**config.mk**
```make
export PLATFORM = sky130hd
export DESIGN_NAME = uart_rx_deframer19
export DESIGN_NICKNAME = d
export VERILOG_FILES = /design/src/rtl/uart_rx_deframer19.sv
export SDC_FILE = /design/constraint.sdc
export NUM_CORES = 1
export LEC_CHECK = 0
export CELL_PAD_IN_SITES_DETAIL_PLACEMENT = 1
export CELL_PAD_IN_SITES_GLOBAL_PLACEMENT = 1
export CORE_ASPECT_RATIO = 0.8
export CORE_MARGIN = 1.5
export CORE_UTILIZATION = 43
export CTS_BUF_LIST = sky130_fd_sc_hd__clkbuf_16
export DETAILED_ROUTE_END_ITERATION = 10
export GPL_TIMING_DRIVEN = 0
export PLACE_DENSITY_LB_ADDON = 0.3
export REMOVE_ABC_BUFFERS = 1
export SYNTH_ARGS = -nofsm -noshare
export SYNTH_HDL_FRONTEND = slang
export SYNTH_SLANG_ARGS = --single-unit
```
**constraint.sdc**
```tcl
create_clock -name clock19 -period 2.58 [get_ports clock19]
set_clock_uncertainty 0.15 [all_clocks]
set_input_delay 0.258 -clock clock19 [delete_from_list [all_inputs] [get_ports clock19]]
set_output_delay 0.258 -clock clock19 [all_outputs]
set_load 0.01 [all_outputs]
```
**src/rtl/uart_rx_deframer19.sv**
```systemverilog
// UART19 receive deframer: 16x oversampled start/data/parity/stop capture.
// Define UART_RX_MAJORITY_VOTE_EN for 2-of-3 voting over ticks 6/7/8.
module uart_rx_deframer19 #(
  parameter int DATA_BITS   = 8,
  parameter int PARITY_MODE = 0,
  parameter int STOP_BITS   = 1
) (
  input  logic                 clock19,
  input  logic                 reset,
  input  logic                 baud_clk19,
  input  logic                 rxd19,
  output logic [DATA_BITS-1:0] rx_data,
  output logic                 rx_valid,
  input  logic                 rx_ready,
  output logic                 rx_frame_err,
  output logic                 rx_parity_err,
  output logic                 rx_overrun,
  output logic                 rx_busy
);

  typedef enum logic [2:0] {
    S_IDLE,
    S_START,
    S_DATA,
    S_PARITY,
    S_STOP,
    S_WAIT
  } state_t;

  localparam logic [2:0] LAST_DATA = 3'(DATA_BITS - 1);
  localparam logic [2:0] LAST_STOP = 3'(STOP_BITS - 1);

  state_t               r_state;
  state_t               w_state_nx;
  logic                 r_sync1;
  logic                 r_sync2;
  logic                 w_rxd_s;
  logic [3:0]           r_tick;
  logic [2:0]           r_bitcnt;
  logic [DATA_BITS-1:0] r_shift;
  logic                 r_pacc;
  logic                 r_perr;
  logic                 r_ferr;
  logic                 w_bit;
  logic                 w_mid;
  logic                 w_done;
  logic                 w_ferr_nx;
  logic [DATA_BITS-1:0] r_data;
  logic                 r_valid;
  logic                 r_fe;
  logic                 r_pe;
  logic                 r_ovr;

  always_ff @(posedge clock19 or negedge reset) begin
    if (!reset) begin
      r_sync1 <= 1'b1;
      r_sync2 <= 1'b1;
    end else begin
      r_sync1 <= rxd19;
      r_sync2 <= r_sync1;
    end
  end

  assign w_rxd_s = r_sync2;

`ifdef UART_RX_MAJORITY_VOTE_EN
  localparam logic [3:0] SMP_TICK = 4'd8;
  logic r_s6;
  logic r_s7;

  always_ff @(posedge clock19 or negedge reset) begin
    if (!reset) begin
      r_s6 <= 1'b1;
      r_s7 <= 1'b1;
    end else if (baud_clk19) begin
      if (r_tick == 4'd6) r_s6 <= w_rxd_s;
      if (r_tick == 4'd7) r_s7 <= w_rxd_s;
    end
  end

  assign w_bit = (r_s6 & r_s7) | (r_s6 & w_rxd_s) |
                 (r_s7 & w_rxd_s);
`else
  localparam logic [3:0] SMP_TICK = 4'd7;
  assign w_bit = w_rxd_s;
`endif

  assign w_mid     = baud_clk19 && (r_tick == SMP_TICK);
  assign w_ferr_nx = r_ferr | ~w_bit;

  always_comb begin
    w_state_nx = r_state;
    w_done     = 1'b0;
    case (r_state)
      S_IDLE: begin
        if (baud_clk19 && !w_rxd_s) w_state_nx = S_START;
      end
      S_START: begin
        if (w_mid) w_state_nx = w_bit ? S_IDLE : S_DATA;
      end
      S_DATA: begin
        if (w_mid && r_bitcnt == LAST_DATA)
          w_state_nx = (PARITY_MODE != 0) ? S_PARITY : S_STOP;
      end
      S_PARITY: begin
        if (w_mid) w_state_nx = S_STOP;
      end
      S_STOP: begin
        if (w_mid && r_bitcnt == LAST_STOP) begin
          w_done     = 1'b1;
          w_state_nx = w_ferr_nx ? S_WAIT : S_IDLE;
        end
      end
      S_WAIT: begin
        if (baud_clk19 && w_rxd_s) w_state_nx = S_IDLE;
      end
      default: w_state_nx = S_IDLE;
    endcase
  end

  always_ff @(posedge clock19 or negedge reset) begin
    if (!reset) begin
      r_state <= S_IDLE;
    end else begin
      r_state <= w_state_nx;
    end
  end

  // tick counter parks at 0 in IDLE so START begins from a cleared count
  always_ff @(posedge clock19 or negedge reset) begin
    if (!reset) begin
      r_tick   <= '0;
      r_bitcnt <= '0;
      r_shift  <= '0;
      r_pacc   <= 1'b0;
      r_perr   <= 1'b0;
      r_ferr   <= 1'b0;
    end else begin
      if (r_state == S_IDLE) begin
        r_tick   <= '0;
        r_bitcnt <= '0;
        r_pacc   <= 1'b0;
        r_perr   <= 1'b0;
        r_ferr   <= 1'b0;
      end else if (baud_clk19) begin
        r_tick <= r_tick + 4'd1;
      end
      if (w_mid) begin
        case (r_state)
          S_DATA: begin
            r_shift  <= {w_bit, r_shift[DATA_BITS-1:1]};
            r_pacc   <= r_pacc ^ w_bit;
            r_bitcnt <= (r_bitcnt == LAST_DATA) ? 3'd0
                                                : r_bitcnt + 3'd1;
          end
          S_PARITY: begin
            r_perr <= (PARITY_MODE == 1) ? ~(r_pacc ^ w_bit)
                                         : (r_pacc ^ w_bit);
          end
          S_STOP: begin
            r_ferr   <= w_ferr_nx;
            r_bitcnt <= r_bitcnt + 3'd1;
          end
          default: ;
        endcase
      end
    end
  end

  always_ff @(posedge clock19 or negedge reset) begin
    if (!reset) begin
      r_valid <= 1'b0;
      r_data  <= '0;
      r_fe    <= 1'b0;
      r_pe    <= 1'b0;
      r_ovr   <= 1'b0;
    end else begin
      r_ovr <= 1'b0;
      if (w_done && (!r_valid || rx_ready)) begin
        r_valid <= 1'b1;
        r_data  <= r_shift;
        r_fe    <= w_ferr_nx;
        r_pe    <= r_perr;
      end else begin
        if (w_done) r_ovr <= 1'b1;
        if (rx_ready) r_valid <= 1'b0;
      end
    end
  end

  assign rx_data       = r_data;
  assign rx_valid      = r_valid;
  assign rx_frame_err  = r_fe;
  assign rx_parity_err = r_pe;
  assign rx_overrun    = r_ovr;
  assign rx_busy       = (r_state != S_IDLE);

endmodule
```
==> results of run 1 <==
## worst max-delay path, stage by stage
cell,delay [ps]
clkdlybuf4s50_1,640
and4b_1,540
a211oi_4,130
nor4_4,380
mux2_1,370
## what timing repair did
| item | CTS | global route |
|---|---|---|
| endpoints found under the hold margin | 33 | 0 |
| setup endpoints to repair | 0 | 3 |
| gates resized for setup | 0 | 2 |
| hold buffers | 1 | 0 |
## state kept, by name, indices dropped and copies added, names as in the netlist, 3 cells and up
name and count:
r_state 3, rx_data 8, r_tick 4, r_shift 8
r_bitcnt 3
## Yosys cell counts
| cell | number | area share |
|---|---|---|
| a21oi_1 | 3 | 0.0092 |
| a21boi_0 | 2 | 0.0092 |
| mux2_4 | 8 | 0.073 |
| dfrtp_1 | 33 | 0.50 |
| nand3_1 | 3 | 0.0092 |
| mux2_1 | 2 | 0.014 |
| mux2i_1 | 2 | 0.012 |
| nand4_1 | 1 | 0.0038 |
| mux2_2 | 10 | 0.069 |
| a41o_1 | 1 | 0.0061 |
| dfstp_2 | 2 | 0.032 |
| xor2_1 | 2 | 0.011 |
| inv_1 | 5 | 0.011 |
| nand2b_1 | 2 | 0.0076 |
| nor3b_2 | 1 | 0.0076 |
| buf_2 | 3 | 0.0092 |
| and3_1 | 1 | 0.0038 |
| xnor2_1 | 2 | 0.011 |
| nand4_4 | 1 | 0.013 |
| o21ai_0 | 6 | 0.018 |
| nand2_1 | 8 | 0.018 |
| or4b_2 | 1 | 0.0061 |
| ha_1 | 4 | 0.031 |
| nor3_1 | 1 | 0.0031 |
| nand2b_4 | 1 | 0.0084 |
| a211oi_4 | 1 | 0.012 |
| buf_6 | 3 | 0.021 |
| o21a_1 | 1 | 0.0046 |
| a22o_1 | 2 | 0.011 |
| nor2_1 | 10 | 0.023 |
| nor2b_1 | 2 | 0.0076 |
| and4b_1 | 1 | 0.0061 |
| nor4_4 | 1 | 0.013 |
## through the flow
stage	power, mW	setup WS [ps]	area, um2
3_5_place_dp	0.9952	-219.0	1804
2_1_floorplan	0.8943	524.0	1587
5_1_grt	1.632	138.2	1959
4_1_cts	1.555	76.97	1952
3_3_place_gp	0.9803	-108.1	1809
6_report	1.537	249.5	1959
## final timing paths
check,startpoint,end,cells after the start
min reg2reg,r_sync1$_DFF_PN1_,r_sync2$_DFF_PN1_,0
min in group asynchronous,reset,rx_data[1]$_DFFE_PN0P_,2
max reg2reg,r_tick[0]$_DFFE_PN0P_,r_state[2]$_DFFE_PN0P_,5
min,r_sync1$_DFF_PN1_,r_sync2$_DFF_PN1_,0
max in group asynchronous,reset,r_bitcnt[0]$_DFF_PN0_,2
max,baud_clk19,r_state[2]$_DFFE_PN0P_,5
## area by class of cell
type                    count  area, um2  area share
inverters                   5      18.77    0.009579
well taps                  42      52.55     0.02682
flip-flops and latches     35      878.3      0.4483
multi-input cells          80      696.9      0.3557
clock buffers               5      125.1     0.06386
clock inverters             3      12.51    0.006386
repair buffers             18      175.2     0.08940
## layout by cell type (no fill, tap or decap), drive strengths merged
cell / n
a21boi: 2
clkdlybuf4s50: 16
nor4: 1
nand2: 8
dlygate4sd3: 1
nor3: 1
nor2b: 2
nor2: 10
ha: 4
xor2: 2
o21a: 1
and3: 1
nand2b: 3
clkbuf: 5
a211oi: 1
dfstp: 2
nor3b: 1
and4b: 1
a41o: 1
o21ai: 6
or4b: 1
nand4: 2
inv: 7
mux2i: 2
a21oi: 3
a22o: 2
buf: 1
mux2: 20
dfrtp: 33
xnor2: 2
nand3: 3
clkinv: 1
## kinds of logic after synthesis
group,count (synthesis)
multiplexers,22
AND/OR/NAND/NOR,34
buffers and inverters,11
flip-flops,35
XOR/XNOR,4
adder cells (fa/ha/maj),4
AO/OA/AOI/OAI,16
## per-layer routing
metal	up-vias	track usage
met2	17	0.2354
met3	5	0.04870
met4	0	0.08895
met1	509	0.2096
li1	477	-
met5	-	0
## power by group through the flow
stage	Combinational, mW	Sequential [mW]	Clock, mW
floorplan	0.226	0.668	0
global placement	0.295	0.686	0
CTS	0.309	0.680	0.566
finish	0.307	0.684	0.546
global route	0.342	0.696	0.595
detailed placement	0.306	0.689	0
==> impl_results.md, run 1 <==
* Run status: complete, no violations
* Core outline area at ~3500 um2
* Die footprint at ~4200 um2
* Sequential share of power at 0.445
* Multiplexer share of the synthesized area at 0.1683
* Clk_lat worst skew at 270 ps
* Power density of the placed cells at 784.6 nW/um2
* Share of layout cells above drive strength 1 at 0.2397
* Final Util at 0.5532
* DRT antenna net count at 0
* Gpl congestion at 0.7809
* Root buf cell: clkbuf_16
* DRC at 0
* R2r setup slk at approximately 340 ps
* Mapped Cells at 126
* Row cnt at 19
* Peak supply drop at about 0.34 mV
* Max-cap violations at 0
* Worst Path Arrival at 2320 ps
* DR vias/cell at roughly 5.4
* CTS buffer count at 5
* Horiz. Die Dim at 71.95 um
* Period minus WS final at 2331 ps
* Clock share of power at 0.355
* Number of global-route vias before repair at 1,024
* Largest family of logic cells by synthesized area: multiplexers
* Yosys reg bits at 35
* Switching Fraction at 0.2841
* CTS Buffer Depth at 2
* Via count at just over 1,000
* Crit Path Class: in -> reg
* Leak Pwr at 0.9663 nW
* Synth Area in Simple Gates at 0.1308
* Internal power at about 1.1 mW
* Drt wl/cell at roughly 15 um
* Worst EP required at 2570 ps
* Post-CTS setup repair buffer count at 0
* Ports at 18
* Switch Pwr at ~0.44 mW
* Hold Path Class: reg -> reg
* Global router's overall resource usage at 0.1593
* Final net count at roughly 150
* First-pass GRT wire length at just under 5 mm
* Detailed placement HPWL at 1.955 mm
* Setup violators final at 0
* Synth Area in Adders at 0.03060
* Mean Syn Cell Area at 12.98 um2
* Final Max Tran Viols at 0
* Fin cells at 188
* IO buf count at 17
* Reg clk slew, reported paths at about 50 ps
* CTS tree: built
* Hold Slack at about 200 ps
* Clock Sinks at 35
* Post-synthesis compound-gate area fraction at 0.07039
* Max layer used: met4
* Synth Area in XOR/XNOR at 0.02142
* Max Fanout on Critical Path at 8
* Yosys warns at 0
* H-tree levels at 2
* Die height at 58.16 um
* Sequential-to-total area share from yosys stat at 0.5371
* Syn-to-layout area delta at 19.82%
* Antenna violations before repair at 0
* Slew @ Worst Pin at between 700 and 800 ps
* Initial Utilization at 0.4617
* Detailed Route WL at 2.783 mm
* DR iter-0 viols at 59
* Critical path startpoint category: input port
* Relative slew slack at 0.4933
* Placed cell count at around 180
* Routed met1 length at between 1 and 1.5 mm
* Tcrit/Tclk final at 0.9033
* Power share of the combinational group at 0.200
* Overflow after GRT at 0
* Synthesized cell area at about 1600 um2
* Met2 wire length at 1.267 mm
* Distinct cells, synth at 33
* Drt pass-1 iters at 2
* Ant. Diodes at 0
* Max Fclk at 429.1 MHz
* RSZ-0062 raised after global routing: false
* Setup TNS at 0 ps
* Met3 routed WL at approximately 70 um
* Fin. Hold Viols at 0
* Largest net degree at the start of global routing at 36
* Fill cells at 355
* Critical Path End Type: flip-flop
Power figures use the tool's default switching activity.
==> run 2, diff against run 1 <==
Settings changed: GPL_ROUTABILITY_DRIVEN from default to 0.
==> results of run 2 <==
Final layout, timing and power as in run 1 (identical DEF).
==> edit: new RTL, flow settings as in run 2 <==
`DATA_BITS`: 8 -> 12.
--- a/src/rtl/uart_rx_deframer19.sv
+++ b/src/rtl/uart_rx_deframer19.sv
@@ -1,7 +1,7 @@
 // UART19 receive deframer: 16x oversampled start/data/parity/stop capture.
 // Define UART_RX_MAJORITY_VOTE_EN for 2-of-3 voting over ticks 6/7/8.
 module uart_rx_deframer19 #(
-  parameter int DATA_BITS   = 8,
+  parameter int DATA_BITS   = 12,
   parameter int PARITY_MODE = 0,
   parameter int STOP_BITS   = 1
 ) (
Interface: changed (resized rx_data); port bits go from 18 to 22. The function was not compared with the original's and may differ.
==> edit against run 2 <==
Setup slack lost 0.0010 ns. Sequential power grew 18%. Total power grew 11%. Wire length grew 41%. Synthesized area grew 20%. Design area grew 21%. Hold slack gained 0.0062 ns. Sequential cell count grew 8.
==> edit: results (changes against run 2) <==
The number of nets in the layout was 181 (+18%). The internal power came out at 1.233 mW (+12%). The overall global routing resource usage came out at 18.56% (+2.6 points). The number of standard cells after synthesis is 148 (+17%). The number of distinct library cells after synthesis was 39 (+18%).

The combinational share of power is 17.7% (-2.3 points). The violation count after the first detailed-route iteration came to 95 (+61%). The share of final-layout standard cells stronger than drive strength 1 is 27.33% (+3.4 points). The arrival time reported for the critical path endpoint came to 2.40 ns (+0.08 ns). The flow ran to the end, and the final reports show no timing, DRC or antenna violations. The remaining design rule violation count came out at 0 (unchanged). The number of clock buffers inserted by TritonCTS is 5 (unchanged). By area the synthesized netlist is led by dfrtp_1, mux2_2, mux2_4, ha_1, dfstp_2.

The fraction of synthesized area in multiplexers came out at 19.11% (+2.3 points). The number of cells on the worst hold path is 0 (unchanged). The commonest cells after synthesis are dfrtp_1, mux2_2, mux2_4.

The cell depth of the worst flop-to-flop path came out at 4 (-1). The post-layout instance count excluding filler cells came out at 229 (+22%). The maximum number of pins on one net before global-route repair is 34 (-5.6%). The worst slack at placement is -0.2875 ns (-0.06848 ns). The area after detailed placement is 2207 sq um (+22%). The share of the synthesized netlist area taken by xor and xnor gates came out at 1.789% (-0.35 points).

The complex-gate fraction of the synthesized area is 6.965% (-0.074 points). The transition time of the tightest slew-check pin is 0.4655 ns (-0.2945 ns). The worst-case vdd ir drop was 0.3508 mV (+2.0%). The sequential power share came out at 47.2% (+2.7 points). The total via count in the routed design came out at 1205 (+20%).

The sequential share of the synthesized area came out at 55.08% (+1.4 points). The wire length per cell after detailed routing is 17.10 um (+15%). The arithmetic-cell share of the synthesized area counting full adders, half adders and majority gates is 3.706% (+0.65 points).

The leakage power is 1.143 nW (+18%). The sum of net half-perimeters after detailed placement is 2.619 mm (+34%). The cell count after placement came out at 220 (+23%). The number of global-route vias before repair came out at 1418 (+38%). The library cell contributing the largest single delay on the critical path is clkdlybuf4s50_1. The wire length of the first global-routing pass is 6.886 mm (+39%). The count of buffers from port buffering came out at 21 (+4). The largest fanout on the critical path was 16 (+8). The power per unit of standard cell area came out at 723.6 nW/um^2 (-7.8%). The first-pass detailed-route iteration total was 4 (+2).
edit: changes by cell type after synthesis, sizes merged, moves of 4 or more:
| cell | delta |
|---|---|
| dfrtp | +8 |
| mux2 | +9 |
| nand2 | -5 |
| inv | +4 |
edit: logic make-up (layout without fill, tap and decap cells):
logic type / Yosys count / count (layout)
buf+inv: 16 / 40
flops: 43 / 43
xor+xnor: 4 / 4
compound gates: 20 / 20
mux: 30 / 30
simple gates: 29 / 29
fa+ha+maj: 6 / 6
edit: layer usage:
layer,share of wire [%],GRT usage [%],vias to the layer above
li1,-,-,563
met1,45,22.83,614
met2,51,30.98,21
met3,2.5,4.493,7
met4,1.7,8.259,0
met5,0,0,-
edit: critical path, delay by kind of cell:
| kind | cells | cell delay, ns |
|---|---|---|
| buffers and inverters | 1 | 0.64 |
| AOI/OAI and AO/OA | 1 | 0.32 |
| and+or+nand+nor | 2 | 0.95 |
| muxes | 1 | 0.23 |
edit: cell type report:
type / count / area [sq um]
clock inverters: 3 / 16.27
fillers: 445 / 1916
repair buffers: 23 / 235.2
flip-flops and latches: 43 / 1079
inverters: 9 / 33.78
clock buffers: 5 / 125.1
multi-input cells: 89 / 807.0
well taps: 57 / 71.32
edit: timing repair:
action	4_1_cts	5_1_grt
resized for setup	1	1
hold buffers	1	0
buffers inserted	0	0
hold endpoints to repair	10	0
pin swaps	0	0
endpoints found under the setup margin	1	1
edit: path summary, 6_finish.rpt:
kind	start	to	slack, ns
hold / removal	r_sync1	r_sync2	0.21
setup / recovery	baud_clk19	r_bitcnt[0]	0.25
hold reg to reg	r_sync1	r_sync2	0.21
setup reg to reg	r_state[0]	rx_data[9]	0.27
min in group asynchronous	reset	r_tick[0]	0.24
max in group asynchronous	reset	r_sync1	1.52
